## config.mk

```make
export PLATFORM = sky130hd
export DESIGN_NAME = mult_div_unit
export DESIGN_NICKNAME = d
export VERILOG_FILES = /design/src/rtl/mult_div_unit.sv
export SDC_FILE = /design/constraint.sdc
export NUM_CORES = 1
export LEC_CHECK = 0
export ABC_CLOCK_PERIOD_IN_PS = 13900
export BUFFER_PORTS_ARGS = -buffer_cell sky130_fd_sc_hd__buf_4
export CORE_MARGIN = 3
export CORE_UTILIZATION = 24
export CTS_BUF_LIST = sky130_fd_sc_hd__clkbuf_4
export DETAILED_ROUTE_END_ITERATION = 8
export PLACE_DENSITY = 0.36
export SLEW_MARGIN = 20
export SYNTH_ARGS = -nofsm -noshare
export SYNTH_HDL_FRONTEND = slang
export SYNTH_SLANG_ARGS = --single-unit
```

## constraint.sdc

```tcl
create_clock -name clock -period 13.9 [get_ports clock]
set_clock_uncertainty 0.15 [all_clocks]
set_input_delay 2.78 -clock clock [delete_from_list [all_inputs] [get_ports clock]]
set_output_delay 2.78 -clock clock [all_outputs]
set_load 0.01 [all_outputs]
```

## src/rtl/mult_div_unit.sv

```systemverilog
// Iterative signed multiply/divide unit for the multicycle MIPS datapath.
// Radix-2 Booth multiply and restoring divide, one step per clock, HI/LO results.
module mult_div_unit #(
  parameter int unsigned DATA_WIDTH = 32,
  parameter int unsigned ITER_BITS  = 5
) (
  input  logic                  clock,
  input  logic                  Reset,
  input  logic                  MultCtrl,
  input  logic                  DivCtrl,
  input  logic [DATA_WIDTH-1:0] A,
  input  logic [DATA_WIDTH-1:0] B,
  output logic [DATA_WIDTH-1:0] HI,
  output logic [DATA_WIDTH-1:0] LO,
  output logic                  Busy,
  output logic                  Done,
  output logic                  DivZero
);

  localparam int unsigned W  = DATA_WIDTH;
  localparam int unsigned AW = 2 * DATA_WIDTH + 1;

  typedef enum logic [1:0] {IDLE, MULT, DIV, FINISH} state_t;

  state_t               state;
  logic [ITER_BITS-1:0] cnt;
  logic [W-1:0]         mcand;
  logic [AW-1:0]        acc;
  logic [W-1:0]         dvs;
  logic [W-1:0]         rem;
  logic [W-1:0]         quo;
  logic                 neg_q;
  logic                 neg_r;
  logic                 zero_flag;

  logic                 last_step;
  logic [W:0]           booth_sum;
  logic [AW-1:0]        acc_next;
  logic [W:0]           trial;
  logic [W-1:0]         rem_next;
  logic [W-1:0]         quo_next;
  logic [W-1:0]         div_hi;
  logic [W-1:0]         div_lo;
  logic [W-1:0]         a_mag;
  logic [W-1:0]         b_mag;

  assign last_step = (cnt == ITER_BITS'(DATA_WIDTH - 1));
  assign a_mag     = A[W-1] ? (W'(0) - A) : A;
  assign b_mag     = B[W-1] ? (W'(0) - B) : B;

  // Booth step: the upper half is summed one bit wider so that -(-2^(W-1)) cannot overflow
  always_comb begin
    booth_sum = {acc[AW-1], acc[AW-1 -: W]};
    case (acc[1:0])
      2'b01:   booth_sum = {acc[AW-1], acc[AW-1 -: W]} + {mcand[W-1], mcand};
      2'b10:   booth_sum = {acc[AW-1], acc[AW-1 -: W]} - {mcand[W-1], mcand};
      default: booth_sum = {acc[AW-1], acc[AW-1 -: W]};
    endcase
    acc_next = {booth_sum, acc[W:1]};
  end

  // Restoring divide step on magnitudes, then sign fix-up of the final values
  always_comb begin
    trial = {rem, quo[W-1]} - {1'b0, dvs};
    if (!trial[W]) begin
      rem_next = trial[W-1:0];
      quo_next = {quo[W-2:0], 1'b1};
    end else begin
      rem_next = {rem[W-2:0], quo[W-1]};
      quo_next = {quo[W-2:0], 1'b0};
    end
    div_lo = neg_q ? (W'(0) - quo_next) : quo_next;
    div_hi = neg_r ? (W'(0) - rem_next) : rem_next;
  end

  always_ff @(posedge clock or posedge Reset) begin
    if (Reset) begin
      state     <= IDLE;
      cnt       <= '0;
      mcand     <= '0;
      acc       <= '0;
      dvs       <= '0;
      rem       <= '0;
      quo       <= '0;
      neg_q     <= 1'b0;
      neg_r     <= 1'b0;
      zero_flag <= 1'b0;
      HI        <= '0;
      LO        <= '0;
      Busy      <= 1'b0;
      Done      <= 1'b0;
      DivZero   <= 1'b0;
    end else begin
      Done    <= 1'b0;
      DivZero <= 1'b0;
      case (state)
        IDLE: begin
          if (MultCtrl) begin
            mcand     <= A;
            acc       <= {W'(0), B, 1'b0};
            cnt       <= '0;
            zero_flag <= 1'b0;
            Busy      <= 1'b1;
            state     <= MULT;
          end else if (DivCtrl) begin
            if (B != W'(0)) begin
              dvs       <= b_mag;
              quo       <= a_mag;
              rem       <= '0;
              neg_q     <= A[W-1] ^ B[W-1];
              neg_r     <= A[W-1];
              cnt       <= '0;
              zero_flag <= 1'b0;
              Busy      <= 1'b1;
              state     <= DIV;
            end else begin
              zero_flag <= 1'b1;
              state     <= FINISH;
            end
          end
        end
        MULT: begin
          acc <= acc_next;
          cnt <= cnt + ITER_BITS'(1);
          if (last_step) begin
            HI    <= acc_next[AW-1 -: W];
            LO    <= acc_next[W:1];
            Busy  <= 1'b0;
            state <= FINISH;
          end
        end
        DIV: begin
          rem <= rem_next;
          quo <= quo_next;
          cnt <= cnt + ITER_BITS'(1);
          if (last_step) begin
            HI    <= div_hi;
            LO    <= div_lo;
            Busy  <= 1'b0;
            state <= FINISH;
          end
        end
        FINISH: begin
          Done      <= 1'b1;
          DivZero   <= zero_flag;
          zero_flag <= 1'b0;
          state     <= IDLE;
        end
        default: state <= IDLE;
      endcase
    end
  end

endmodule

```

==> key figures <==
Outcome
  • Run status: finished, final reports clean

Pwr
  • PwrDens: 221.3 nW/um^2
  • Power, Total: 4823 uW
  • Max VDD drop: 0.1284 mV
  • Leak Pwr: 0.009518 uW

STA
  • Fin. Hold Viols: 0
  • Relative slew slack: 0.2851
  • Period utilization: 0.4945
  • Slew @ Worst Pin: 1072 ps
  • Setup violators final: 0
  • Max-slew violation count: 0
  • Fin crit period: 6873 ps
  • Final hold slack: 332.3 ps
  • Setup_tns: 0 ps
  • Maximum clock rate: 145.5 MHz
  • RSZ-0062 raised after global routing: no

Routing
  • Via count: 17060
  • Pre-antenna DRT Iters: 5
  • DRT antenna net count: 0
  • Detailed-route wire length: 74.83 mm
  • DRC errors left: 0
  • Drt wl/cell: 21.79 um
  • Vias per cell: 4.965
  • Initial DRC Count: 1117

Floorplan
  • IO Count: 135
  • Initial Utilization: 0.2449
  • Row cnt: 101
  • Die area: 81670 um^2
  • Core area: 76710 um^2
  • Chip height: 285.8 um
  • Die width: 285.8 um

Placement
  • I/O Buffers: 134
  • Post-DP HPWL: 56.58 mm
  • Placed Area: 20810 um^2
  • Final Wtd Congestion: 0.8423

Clock tree
  • Clk buf depth: 3
  • Post-CTS setup buffers: 0
  • Cts bufs inserted: 87
  • Root buf cell: clkbuf_4
  • CTS tree: built
  • Clk Latency, worst-skew pair: 830 ps
  • Worst-path clk slew: 60 ps
  • Clock sinks: 270
  • Number of gates resized after CTS: 0
  • H-tree levels: 3
  • CTS Hold Bufs: 0

Layout
  • Fraction of layout cells with a size suffix above 1: 0.1470
  • Final core occ: 0.2841
  • Layout Nets: 2501
  • Fin area: 21800 um^2
  • Commonest non-fill, non-tap cell in the layout: nand2_1
  • Commonest cells after routing, fill and taps aside: 319 x nand2_1, 282 x o21ai_0, 270 x dfrtp_1
  • P&R area growth vs syn: 16.02%

Synth
  • Area leader, netlist: dfrtp_1
  • Syn Inst Count: 2232
  • Synth top area cells: dfrtp_1 36%, o21ai_0 7.5%, nand2_1 6.4%
  • Syn nets: 2378
  • #FFs+latches synth: 270
  • Synth Flop Type: dfrtp_1
  • Synth unique cells: 83
  • Mean Syn Cell Area: 8.417 um^2
  • Post-synth EDFFs: 0
  • Async S/R FF share, synth: 1.000
  • Seq/Total Area, Yosys: 0.3596
  • Share of the synthesized area in the top cell type: 0.3596
  • Synth warn: 0
  • Post-synthesis cell area: 18790 um^2

Worst setup path
  • CP Max Fanout: 77
  • R2r startpoint: quo[31]
  • Worst R2R Setup Slack: 7050 ps
  • Crit. End Element: register
  • Reg2reg end: HI[30]
  • Req. time, crit path: 14420 ps
  • Critical path class: in -> reg
  • Setup crit start kind: input pin
  • Worst Path Arrival: 7390 ps
  • FF-to-FF path depth: 25

Global routing
  • Initial antenna violation count: 2
  • First-pass GRT wire length: 110.8 mm
  • Vias in the first global route: 16580
  • Global Route Usage Sum: 0.1794
  • Grt total ovfl: 0
  • Largest net degree at the start of global routing: 103

Job
  • Max-Cap Viols: 0

Worst hold path
  • Hold Path Class: reg -> reg
  • HP Start: HI[16]
  • Min-Delay Endpoint: HI[16]
  • Hold Path Cell Cnt: 2
## critical path, stage by stage
cell and delay, ps:
buf_4 130, inv_1 50, ha_1 170, nand2b_1 220
nand2b_1 260, or3_1 460, nor2_1 120, nand2_1 120
or3_1 450, or4_1 610, nand2_1 210, nor2_4 40
buf_4 320, a21oi_4 450, buf_4 620, o21ai_0 210
## cell usage after synthesis (14+ instances only)
library cell	n
o41ai_1	18
mux2i_1	69
or4_1	16
xor2_1	80
inv_1	78
ha_1	76
nor3_1	37
o21ai_0	282
a21oi_1	153
xnor2_1	110
nand2_1	320
or3_1	19
clkbuf_1	100
o21a_1	16
a21o_1	28
o22ai_1	15
nor2_1	159
nor4_1	14
dfrtp_1	270
nand4_1	18
mux2_2	40
o31ai_1	34
a22o_1	30
nand2b_1	18
and3_1	17
## where the power goes
| group | leakage, uW | internal [uW] | switching (uW) |
|---|---|---|---|
| Sequential | 0.00351 | 1010 | 282 |
| Combinational | 0.00544 | 997 | 1750 |
| Clock | 0.000575 | 390 | 393 |
## through the flow
| step | cells | worst slack [ps] |
|---|---|---|
| 5_1_grt | 3434 | 6651 |
| 6_report | 3435 | 7027 |
| 3_5_place_dp | 3296 | 6192 |
| 2_1_floorplan | 2232 | 3531 |
| 3_3_place_gp | 3296 | 6277 |
| 4_1_cts | 3431 | 7036 |
## worst max-delay path by stage
stage,end,cells past startpoint,from,slack (ps)
after CTS,HI[30],25,quo[31],7040
after global placement,quo[11],16,B[0],6280
final,quo[19],16,B[0],7030
after floorplan,Busy,1,Reset,3530
after detailed placement,quo[19],16,B[0],6190
after global routing,HI[30],25,quo[31],6650
## cell families (layout without fill, tap and decap cells)
family | count (synthesis) | in the layout | share of synthesized area
other cells | 0 | 4 | 0
flops | 270 | 270 | 0.3596
compound gates | 696 | 696 | 0.2293
buf+inv | 197 | 366 | 0.04023
simple gates | 691 | 691 | 0.1673
mux | 109 | 109 | 0.06074
xor+xnor | 191 | 191 | 0.09004
fa+ha+maj | 78 | 78 | 0.05275
## state kept, by name, summed over array words and instances (netlist names), 2 cells and up
name,flops
state,2
mcand,32
cnt,5
HI,32
quo,32
dvs,32
LO,32
rem,32
acc,65
## per-layer routing
metal  GRT usage  wire length [um]  vias to the layer above
met4     0.04516              1684                        0
li1            -                 -                     8286
met5           0                 0                        -
met3     0.02685              3178                      103
met1      0.2543             35730                     8277
met2      0.2852             34240                      390
## layout make-up
| type | instances | area (um^2) |
|---|---|---|
| Fill cell | 8299 | 54910 |
| Multi-Input combinational cell | 1765 | 11320 |
| Sequential cell | 270 | 6756 |
| Tap cell | 1030 | 1289 |
| Timing Repair Buffer | 153 | 1149 |
| Clock buffer | 120 | 900.9 |
| Inverter | 78 | 300.3 |
| Clock inverter | 15 | 72.57 |
| Antenna cell | 4 | 10.01 |
No activity file was read; power rests on OpenSTA's default activity.
